File: src/rtl/calc_controller_param.sv
// calc_controller_param: two-operand entry sequencer with 4-op signed saturating ALU and optional chain mode
//   clk, reset               : system clock, synchronous active-high reset
//   confirm                  : debounced level, rising edge advances the entry FSM
//   display_mode_change      : debounced level, rising edge toggles display_mode
//   operator_select[1:0]     : 00 add, 01 sub (A-B), 10 mul, 11 max(A,B); sampled in S_CALC
//   operand_input[OPERAND_W] : unsigned switch value, zero-extended to RESULT_W
//   state[2:0]               : current FSM encoding
//   display_value[RESULT_W]  : signed value for the 7-seg driver
//   display_mode             : 0 decimal, 1 hex
//   result_valid             : high while a result is held
//   overflow                 : held result was clamped
module calc_controller_param #(
    parameter int OPERAND_W = 4,
    parameter int RESULT_W  = 8,
    parameter bit CHAIN_EN  = 1
) (
    input  logic                 clk,
    input  logic                 reset,
    input  logic                 confirm,
    input  logic                 display_mode_change,
    input  logic [1:0]           operator_select,
    input  logic [OPERAND_W-1:0] operand_input,
    output logic [2:0]           state,
    output logic [RESULT_W-1:0]  display_value,
    output logic                 display_mode,
    output logic                 result_valid,
    output logic                 overflow
);
    typedef enum logic [2:0] {
        S_IDLE    = 3'b000,
        S_ENTER_A = 3'b001,
        S_ENTER_B = 3'b011,
        S_CALC    = 3'b100,
        S_RESULT  = 3'b101
    } state_t;

    localparam logic signed [2*RESULT_W-1:0] sat_max = (2*RESULT_W)'((64'sd1 <<< (RESULT_W-1)) - 64'sd1);
    localparam logic signed [2*RESULT_W-1:0] sat_min = -sat_max - 1;

    state_t state_q, state_d;
    logic confirm_q, mode_q, conf_pe, mode_pe;
    logic signed [RESULT_W-1:0] a_q, b_q, result_q, operand_z, result_sat;
    logic signed [2*RESULT_W-1:0] a_w, b_w, full;
    logic sat, load_a, load_b, load_r, chain_a, clr_ov;

    assign conf_pe   = confirm & ~confirm_q;
    assign mode_pe   = display_mode_change & ~mode_q;
    assign operand_z = {{(RESULT_W-OPERAND_W){1'b0}}, operand_input};
    assign a_w       = {{RESULT_W{a_q[RESULT_W-1]}}, a_q};
    assign b_w       = {{RESULT_W{b_q[RESULT_W-1]}}, b_q};
    assign state     = state_q;

    // Compute at double width so no operation can wrap before clamping
    always_comb begin
        full = operator_select == 2'b00 ? a_w + b_w :
               operator_select == 2'b01 ? a_w - b_w :
               operator_select == 2'b10 ? a_w * b_w :
               (a_w > b_w ? a_w : b_w);
        sat        = (full > sat_max) || (full < sat_min);
        result_sat = full > sat_max ? sat_max[RESULT_W-1:0] :
                     full < sat_min ? sat_min[RESULT_W-1:0] : full[RESULT_W-1:0];
    end

    always_comb begin
        state_d       = state_q;
        display_value = '0;
        result_valid  = 1'b0;
        load_a        = 1'b0;
        load_b        = 1'b0;
        load_r        = 1'b0;
        chain_a       = 1'b0;
        clr_ov        = 1'b0;
        case (state_q)
            S_IDLE: state_d = conf_pe ? S_ENTER_A : S_IDLE;
            S_ENTER_A: begin
                display_value = operand_z;
                load_a        = conf_pe;
                state_d       = conf_pe ? S_ENTER_B : S_ENTER_A;
            end
            S_ENTER_B: begin
                display_value = operand_z;
                load_b        = conf_pe;
                state_d       = conf_pe ? S_CALC : S_ENTER_B;
            end
            S_CALC: begin
                load_r  = 1'b1;
                state_d = S_RESULT;
            end
            S_RESULT: begin
                display_value = result_q;
                result_valid  = 1'b1;
                clr_ov        = conf_pe;
                chain_a       = conf_pe & CHAIN_EN;
                state_d       = !conf_pe ? S_RESULT : CHAIN_EN ? S_ENTER_B : S_IDLE;
            end
            default: state_d = S_IDLE;
        endcase
    end

    always_ff @(posedge clk) begin
        // Edge detectors load the live inputs in reset so a held button gives no edge on release of reset
        confirm_q <= confirm;
        mode_q    <= display_mode_change;
        if (reset) begin
            state_q      <= S_IDLE;
            a_q          <= '0;
            b_q          <= '0;
            result_q     <= '0;
            overflow     <= 1'b0;
            display_mode <= 1'b0;
        end else begin
            state_q <= state_d;
            if (mode_pe) display_mode <= ~display_mode;
            if (load_a) a_q <= operand_z;
            else if (chain_a) a_q <= result_q;
            if (load_b) b_q <= operand_z;
            if (load_r) begin
                result_q <= result_sat;
                overflow <= sat;
            end else if (clr_ov) overflow <= 1'b0;
        end
    end
endmodule

File: config.mk
export PLATFORM = sky130hd
export DESIGN_NAME = calc_controller_param
export DESIGN_NICKNAME = d
export VERILOG_FILES = /design/src/rtl/calc_controller_param.sv
export SDC_FILE = /design/constraint.sdc
export NUM_CORES = 1
export LEC_CHECK = 0
export ABC_AREA = 1
export CAP_MARGIN = 20
export CELL_PAD_IN_SITES_DETAIL_PLACEMENT = 0
export CELL_PAD_IN_SITES_GLOBAL_PLACEMENT = 1
export CORE_ASPECT_RATIO = 1.1
export CORE_MARGIN = 4
export CORE_UTILIZATION = 42
export DETAILED_ROUTE_END_ITERATION = 12
export PLACE_DENSITY = 0.9
export SLEW_MARGIN = 20
export SYNTH_ARGS = -nofsm -noshare
export SYNTH_HDL_FRONTEND = slang
export SYNTH_SLANG_ARGS = --single-unit
File: constraint.sdc
create_clock -name clk -period 4.35 [get_ports clk]
set_input_delay 0.435 -clock clk [delete_from_list [all_inputs] [get_ports clk]]
set_output_delay 0.435 -clock clk [all_outputs]
set_load 0.02 [all_outputs]
==> results_tabular.tex, run 1 <==
\begin{tabular}{lr}
\hline
Metric & Value \\
\hline
\multicolumn{2}{l}{\textbf{Timing}} \\
\quad Post-route minimum period & 3957 ps \\
\quad Tightest slew margin relative to the limit & 0.5916 \\
\quad Setup skew after layout & 8.641 ps \\
\quad Unrepaired setup endpoints after global routing & false \\
\quad Fin Hold WS & 509.2 ps \\
\quad Max-slew violations & 0 \\
\quad Fmax & 252.7 MHz \\
\quad Number of endpoints with negative hold slack in the final report & 0 \\
\quad Total negative slack for setup checks & 0 ps \\
\quad Actual transition at the worst max-transition pin & 610.3 ps \\
\quad \# setup viols final & 0 \\
\quad Period Utilization, post-route & 0.9097 \\
\multicolumn{2}{l}{\textbf{Floorplanning}} \\
\quad Cell Rows & 34 \\
\quad Width of the die & 94.27 um \\
\quad Io pins & 24 \\
\quad Floorplan die height & 102.9 um \\
\quad Area of the die & 9700 sq um \\
\quad Core region area & 7955 sq um \\
\quad Starting density of the core & 0.4322 \\
\multicolumn{2}{l}{\textbf{Run status}} \\
\quad Status & completed \\
\multicolumn{2}{l}{\textbf{Power and ir drop}} \\
\quad Flop pwr share & 0.521 \\
\quad Static Leakage & 2.229 nW \\
\quad Internal Dissipation & 0.3485 mW \\
\quad Proportion of total power due to net switching & 0.2872 \\
\quad Clock share of power & 0.295 \\
\quad Worst supply voltage drop on vdd & 168.5 uV \\
\quad Relative contribution of combinational cells to total power & 0.184 \\
\quad Net switching power & 0.1404 mW \\
\quad Power density of the placed cells & 127.5 nW/um\^{}2 \\
\multicolumn{2}{l}{\textbf{Synth}} \\
\quad Fraction of synthesized cell area taken by the top area cell type & 0.1779 \\
\quad Synth Warn \# & 0 \\
\quad Combined area of all synthesized cells & 3438 sq um \\
\quad Register bit total from synthesis & 27 \\
\quad Cells taking the most area after synthesis & sky130\_fd\_sc\_hd\_\_nand2\_1 18\%, sky130\_fd\_sc\_hd\_\_dfxtp\_1 16\%, sky130\_fd\_sc\_hd\_\_inv\_1 13\% \\
\quad Gate count of the mapped netlist & 558 \\
\quad Count of different cell masters after synthesis & 33 \\
\quad Mean post-synth cell area & 6.162 sq um \\
\quad Register area share after synthesis & 0.1572 \\
\quad Biggest area consumer among synthesized cells & sky130\_fd\_sc\_hd\_\_nand2\_1 \\
\quad Post-Synthesis Net Count & 619 \\
\multicolumn{2}{l}{\textbf{Layout}} \\
\quad Total Nets Final & 641 \\
\quad Relative area change from synthesis to final layout & 11.57\% \\
\quad Share of post-route cells with drive strength above 1 & 0.04318 \\
\quad Storage element area & 541.8 sq um \\
\quad Count of antenna diodes in the layout & 0 \\
\quad Most used cells in the layout excluding fill and tap cells & 163 x sky130\_fd\_sc\_hd\_\_nand2\_1, 123 x sky130\_fd\_sc\_hd\_\_inv\_1, 36 x sky130\_fd\_sc\_hd\_\_nor2\_1 \\
\quad Footprint of the multi-input gates & 2366 sq um \\
\quad Number of filler instances in the final layout & 861 \\
\quad Most frequent standard cell in the layout excluding fill and tap cells & sky130\_fd\_sc\_hd\_\_nand2\_1 \\
\multicolumn{2}{l}{\textbf{Setup path}} \\
\quad Largest delay contributor family on the critical path & adder cells \\
\quad Worst-path cell with the longest stage delay & sky130\_fd\_sc\_hd\_\_fa\_1 \\
\quad Startpoint types & flop \\
\quad Arrival time of data at the critical path endpoint & 4110 ps \\
\quad Critical path type & flop to flop \\
\quad Kind of end point of the critical path & flop \\
\quad Largest fanout on the critical path & 9 \\
\quad Cell-by-cell listing of the critical path & ha\_2 > ha\_1 > fa\_1 > inv\_1 > fa\_1 > inv\_1 > ha\_1 > nand2\_1 > inv\_1 > a21oi\_1 > nand3\_1 > nand3\_1 > nand2\_1 > nand2\_1 > nand2\_1 > nor2\_1 > nand2\_1 > a21oi\_4 > a21oi\_1 \\
\quad Worst path max stage delay & 530 ps \\
\quad Total buffers and inverters traversed by the critical path & 3 \\
\quad Most Frequent Cell on Critical Path & sky130\_fd\_sc\_hd\_\_nand2\_1 \\
\quad Required @ worst endpoint & 4500 ps \\
\multicolumn{2}{l}{\textbf{Clock tree}} \\
\quad Inserted Clock Buffers & 3 \\
\quad Clock latency on the worst-skew pair & 270 ps \\
\quad Worst-case clock buffer depth & 2 \\
\quad TritonCTS Sinks & 27 \\
\quad Reg clk slew, reported paths & 100 ps \\
\quad Number of H-tree branching levels & 1 \\
\quad TritonCTS clock tree & yes \\
\quad Cell chosen for the clock root & sky130\_fd\_sc\_hd\_\_clkbuf\_8 \\
\quad Count of hold buffers inserted by post-cts repair & 0 \\
\multicolumn{2}{l}{\textbf{Place}} \\
\quad Number of port buffers & 23 \\
\quad Post-detail-place hpwl & 7728 um \\
\quad Final weighted congestion in routability-driven placement & 0.9974 \\
\multicolumn{2}{l}{\textbf{Global routing}} \\
\quad Maximum number of pins on one net before global-route repair & 19 \\
\quad Total global routing overflow & 0 \\
\quad Overall track demand over capacity in global routing & 0.1995 \\
\quad Initial antenna violation count & 0 \\
\quad Vias in the first global route & 3230 \\
\quad Wire length of the first global-routing pass & 15420 um \\
\multicolumn{2}{l}{\textbf{Detailed routing}} \\
\quad Remaining antenna violation count after routing & 0 \\
\quad Final routed wirelength across all metal layers & 9108 um \\
\quad Remaining routing DRC violations & 0 \\
\quad Avg Vias per Cell & 4.866 \\
\quad Detailed-routing iteration count for the pre-antenna-repair pass & 5 \\
\quad Number of violations reported at the end of detailed-routing iteration 0 & 209 \\
\quad DR vias & 3343 \\
\quad DR WL/cell & 13.26 um \\
\multicolumn{2}{l}{\textbf{Min path}} \\
\quad Hold crit path type & flop to flop \\
\multicolumn{2}{l}{\textbf{Flow run}} \\
\quad Max-cap violation count & 0 \\
\hline
\end{tabular}
-- layout make-up --
| class | count | area share |
|---|---|---|
| repair buffers | 28 | 0.06980 |
| flip-flops and latches | 27 | 0.1412 |
| clock buffers | 3 | 0.01076 |
| inverters | 127 | 0.1243 |
| multi-input cells | 393 | 0.6168 |
| well taps | 108 | 0.03523 |
| clock inverters | 1 | 0.001957 |
-- power by group through the flow --
stage | sequential (mW) | clock [mW] | combinational [mW]
finish | 0.255 | 0.144 | 0.0900
global route | 0.255 | 0.159 | 0.100
CTS | 0.255 | 0.149 | 0.0897
detailed placement | 0.260 | 0 | 0.0892
global placement | 0.260 | 0 | 0.0889
floorplan | 0.261 | 0 | 0.0541
-- tightest hold or removal path: cells and delay by family, from the launching register on --
kind,cells,cell delay (ps)
flops,1,320
buf+inv,1,80
compound gates,1,70
-- flip-flops by register name (all words and copies together), names as in the netlist --
| register | flops |
|---|---|
| overflow | 1 |
| a_q | 8 |
| state | 3 |
| display_mode | 1 |
| mode_q | 1 |
| b_q | 4 |
| result_q | 8 |
| confirm_q | 1 |
-- path summary, 6_finish.rpt --
check / start / endpoint / slack [ps] / cells after the start
max: b_q[3]$_SDFFE_PP0P_ / result_q[1]$_SDFFE_PP0P_ / 390 / 19
min: result_q[6]$_SDFFE_PP0P_ / a_q[6]$_SDFFE_PP0P_ / 510 / 2
max reg2reg: b_q[3]$_SDFFE_PP0P_ / result_q[1]$_SDFFE_PP0P_ / 390 / 19
min reg2reg: result_q[6]$_SDFFE_PP0P_ / a_q[6]$_SDFFE_PP0P_ / 510 / 2
-- timing repair --
item | CTS | global route
endpoints found under the setup margin | 0 | 1
gates resized for setup | 0 | 2
buffers inserted | 0 | 0
-- cells by family (layout without fill, tap and decap cells) --
group	Yosys count	after routing	synth area share
adders and majority gates	51	51	0.2271
buffers and inverters	138	159	0.1554
xor gates and xnor gates	7	7	0.01783
AOI/OAI and AO/OA	83	83	0.1379
and+or+nand+nor	252	252	0.3046
DFF	27	27	0.1572
-- stage by stage --
stage	instances	power [mW]	instance area, sq um	utilization	setup slack, ps
floorplan	558	0.3153	3438	-	673.3
finish	687	0.4890	3836	0.4822	392.7
detailed placement	683	0.3495	3784	0.4756	351.1
CTS	687	0.4934	3832	0.4818	346.2
global placement	683	0.3491	3784	0.4756	383.2
global route	687	0.5144	3836	0.4822	1.335
-- Yosys cell counts, drive strengths merged --
cell type	number
nor2b	1
clkinv	1
or2	1
inv	126
nand4	7
buf	6
a211oi	4
a311oi	1
o21ai	34
a31oi	1
nor2	39
nor3	6
xnor2	3
nand3b	2
clkbuf	5
o211ai	4
dfxtp	27
ha	32
fa	19
nand2	167
o221ai	3
nand3	29
a21oi	36
xor2	4
-- routing by layer --
metal | vias to the layer above | global-route usage | wire (um)
met5 | - | 0 | 0
li1 | 1769 | - | -
met4 | 0 | 0.08667 | 335
met3 | 21 | 0.01022 | 283
met1 | 1472 | 0.2546 | 4084
met2 | 81 | 0.3504 | 4404
(Power assumes the default switching activity.)
==> inputs of run 2 (changes only) <==
Settings changed: CORE_MARGIN 4 to 3.
==> run 2 against run 1 <==
  * Power increased by 1.3%
  * Wire length up 0.29%
  * Via count is 3.6% higher
  * First-iteration DRC count up 15%
  * Count of clock-buffer cells in the layout is the same
  * Critical path depth is the same
  * Clock power is 3% higher
  * Sequential power is essentially flat
  * Combinational power increased by 3.1%
  * Non-clock buffer count up 4
  * Final cell count rose by 0.15%
  * Largest power group unchanged
==> results_tabular.tex, run 2 (synthesized netlist as in run 1, its figures left out) <==
\begin{tabular}{lr}
\hline
Metric & Value \\
\hline
\multicolumn{2}{l}{\textbf{Timing}} \\
\quad Final setup margin & 427.6 ps (was 392.7 ps) \\
\quad Period Utilization, post-route & 0.9017 (was 0.9097) \\
\quad Total negative slack for setup checks & 0 ps (unchanged) \\
\quad Fin Hold WS & 482.3 ps (was 509.2 ps) \\
\quad Max-slew violations & 0 (unchanged) \\
\quad Number of endpoints with negative hold slack in the final report & 0 (unchanged) \\
\quad Fmax & 254.9 MHz (was 252.7 MHz) \\
\quad Unrepaired setup endpoints after global routing & false (unchanged) \\
\quad Post-route minimum period & 3922 ps (was 3957 ps) \\
\quad Tightest slew margin relative to the limit & 0.5994 (was 0.5916) \\
\quad Setup skew after layout & 4.028 ps (was 8.641 ps) \\
\quad \# setup viols final & 0 (unchanged) \\
\quad Actual transition at the worst max-transition pin & 598.7 ps (was 610.3 ps) \\
\multicolumn{2}{l}{\textbf{Clock tree}} \\
\quad Reg clk slew, reported paths & 100 ps (about the same) \\
\quad TritonCTS Sinks & 27 (unchanged) \\
\quad Number of H-tree branching levels & 1 (unchanged) \\
\quad Cell chosen for the clock root & sky130\_fd\_sc\_hd\_\_clkbuf\_8 (unchanged) \\
\quad Count of hold buffers inserted by post-cts repair & 0 (unchanged) \\
\quad TritonCTS clock tree & yes (unchanged) \\
\quad Inserted Clock Buffers & 3 (unchanged) \\
\quad Clock latency on the worst-skew pair & 280 ps (was 270 ps) \\
\quad Worst-case clock buffer depth & 2 (unchanged) \\
\multicolumn{2}{l}{\textbf{Place}} \\
\quad Number of port buffers & 23 (unchanged) \\
\quad Worst-case setup slack after placement & 290.8 ps (was 351.1 ps) \\
\quad Final weighted congestion in routability-driven placement & 0.9380 (was 0.9974) \\
\quad Post-detail-place hpwl & 7644 um (was 7728 um) \\
\multicolumn{2}{l}{\textbf{Setup path}} \\
\quad Required @ worst endpoint & 4510 ps (was 4500 ps) \\
\quad Arrival time of data at the critical path endpoint & 4090 ps (was 4110 ps) \\
\quad Largest fanout on the critical path & 9 (unchanged) \\
\quad Kind of end point of the critical path & flop (unchanged) \\
\quad Critical path type & flop to flop (unchanged) \\
\quad Startpoint types & flop (unchanged) \\
\multicolumn{2}{l}{\textbf{Floorplanning}} \\
\quad Core region area & 7721 sq um (was 7955 sq um) \\
\quad Width of the die & 92.27 um (was 94.27 um) \\
\quad Cell Rows & 33 (was 34) \\
\quad Floorplan die height & 100.9 um (was 102.9 um) \\
\quad Area of the die & 9310 sq um (was 9700 sq um) \\
\quad Starting density of the core & 0.4453 (was 0.4322) \\
\quad Io pins & 24 (unchanged) \\
\multicolumn{2}{l}{\textbf{Power and ir drop}} \\
\quad Worst supply voltage drop on vdd & 121.5 uV (was 168.5 uV) \\
\quad Power density of the placed cells & 128.3 nW/um\^{}2 (was 127.5 nW/um\^{}2) \\
\quad Final Total Pwr & 0.4952 mW (was 0.4890 mW) \\
\quad Static Leakage & 2.254 nW (was 2.229 nW) \\
\multicolumn{2}{l}{\textbf{Detailed routing}} \\
\quad DR WL/cell & 13.28 um (was 13.26 um) \\
\quad DR vias & 3464 (was 3343) \\
\quad Avg Vias per Cell & 5.035 (was 4.866) \\
\quad Detailed-routing iteration count for the pre-antenna-repair pass & 4 (was 5) \\
\quad Final routed wirelength across all metal layers & 9134 um (was 9108 um) \\
\quad Remaining antenna violation count after routing & 0 (unchanged) \\
\quad Remaining routing DRC violations & 0 (unchanged) \\
\quad Number of violations reported at the end of detailed-routing iteration 0 & 240 (was 209) \\
\multicolumn{2}{l}{\textbf{Layout}} \\
\quad Count of antenna diodes in the layout & 0 (unchanged) \\
\quad Most frequent standard cell in the layout excluding fill and tap cells & sky130\_fd\_sc\_hd\_\_nand2\_1 (unchanged) \\
\quad Relative area change from synthesis to final layout & 12.26\% (was 11.57\%) \\
\quad Most used cells in the layout excluding fill and tap cells & 163 x sky130\_fd\_sc\_hd\_\_nand2\_1, 123 x sky130\_fd\_sc\_hd\_\_inv\_1, 36 x sky130\_fd\_sc\_hd\_\_nor2\_1 (unchanged) \\
\quad Biggest regs & a\_q: 8 flops, result\_q: 8 flops, b\_q: 4 flops (unchanged) \\
\quad Total Nets Final & 645 (was 641) \\
\quad Share of post-route cells with drive strength above 1 & 0.04803 (was 0.04318) \\
\quad Number of filler instances in the final layout & 843 (was 861) \\
\multicolumn{2}{l}{\textbf{Global routing}} \\
\quad Maximum number of pins on one net before global-route repair & 19 (unchanged) \\
\quad Overall track demand over capacity in global routing & 0.2126 (was 0.1995) \\
\quad Wire length of the first global-routing pass & 16200 um (was 15420 um) \\
\quad Total global routing overflow & 0 (unchanged) \\
\quad Initial antenna violation count & 0 (unchanged) \\
\quad Vias in the first global route & 3534 (was 3230) \\
\multicolumn{2}{l}{\textbf{Min path}} \\
\quad Hold crit path type & flop to flop (unchanged) \\
\multicolumn{2}{l}{\textbf{Run status}} \\
\quad Status & completed (unchanged) \\
\multicolumn{2}{l}{\textbf{Flow run}} \\
\quad Max-cap violation count & 0 (unchanged) \\
\hline
\end{tabular}
[run 2: cell types whose count changed in the layout (fill, tap and decap cells not counted), sizes merged]
cell,delta
buf,+4
[run 2: stage by stage]
step,utilization,instances,area (sq um)
final,0.4999,688,3860
after global routing,0.4999,688,3860
after CTS,0.4998,688,3859
after detailed placement,0.4934,684,3810
after global placement,0.4934,684,3810
after floorplan,-,558,3438
[run 2: area by class of cell]
type,count,area (sq um),share of cell area
Tap cell,105,131.4,0.03404
Clock inverter,1,7.507,0.001945
Multi-Input combinational cell,393,2364,0.6123
Clock buffer,3,41.29,0.01070
Sequential cell,27,541.8,0.1404
Timing Repair Buffer,32,297.8,0.07715
Inverter,127,476.7,0.1235
[run 2: layer usage]
| metal | GRT usage | up-vias | routed length [um] | share of wire |
|---|---|---|---|---|
| li1 | - | 1772 | - | - |
| met1 | 0.2656 | 1584 | 4103 | 0.45 |
| met2 | 0.3837 | 84 | 4436 | 0.49 |
| met3 | 0.01792 | 24 | 319 | 0.035 |
| met4 | 0.07429 | 0 | 276 | 0.030 |
| met5 | 0 | - | 0 | 0 |
[run 2: path summary, 6_finish.rpt]
path | start | endpoint | slack, ps | depth (start not counted)
setup / recovery | b_q[3]$_SDFFE_PP0P_ | result_q[1]$_SDFFE_PP0P_ | 430 | 19
hold / removal | result_q[7]$_SDFFE_PP0P_ | a_q[7]$_SDFFE_PP0P_ | 480 | 2
setup reg to reg | b_q[3]$_SDFFE_PP0P_ | result_q[1]$_SDFFE_PP0P_ | 430 | 19
hold reg to reg | result_q[7]$_SDFFE_PP0P_ | a_q[7]$_SDFFE_PP0P_ | 480 | 2
[run 2: timing repair]
action / 4_1_cts / 5_1_grt
resized for setup: 0 / 1
endpoints found under the setup margin: 0 / 8
setup buffers: 0 / 0
[run 2: power breakdown]
part,total (mW),switching [mW],internal (mW)
Sequential,0.253,0.00280,0.251
Combinational,0.0928,0.0590,0.0338
Clock,0.149,0.0838,0.0651
Total,0.495,0.146,0.350
[run 2: critical path, stage by stage (launching register included)]
cell and delay [ps]:
sky130_fd_sc_hd__dfxtp_2 460, sky130_fd_sc_hd__ha_1 290, sky130_fd_sc_hd__ha_1 280, sky130_fd_sc_hd__fa_1 530, sky130_fd_sc_hd__inv_1 50, sky130_fd_sc_hd__fa_1 530, sky130_fd_sc_hd__inv_1 40, sky130_fd_sc_hd__ha_1 340
sky130_fd_sc_hd__nand2_1 120, sky130_fd_sc_hd__inv_1 60, sky130_fd_sc_hd__a21oi_1 190, sky130_fd_sc_hd__nand3_1 100, sky130_fd_sc_hd__nand3_1 120, sky130_fd_sc_hd__nand2_1 60, sky130_fd_sc_hd__nand2_1 70, sky130_fd_sc_hd__nand2_1 50
sky130_fd_sc_hd__nor2_1 80, sky130_fd_sc_hd__nand2_1 90, sky130_fd_sc_hd__a21oi_4 240, sky130_fd_sc_hd__a21oi_1 110
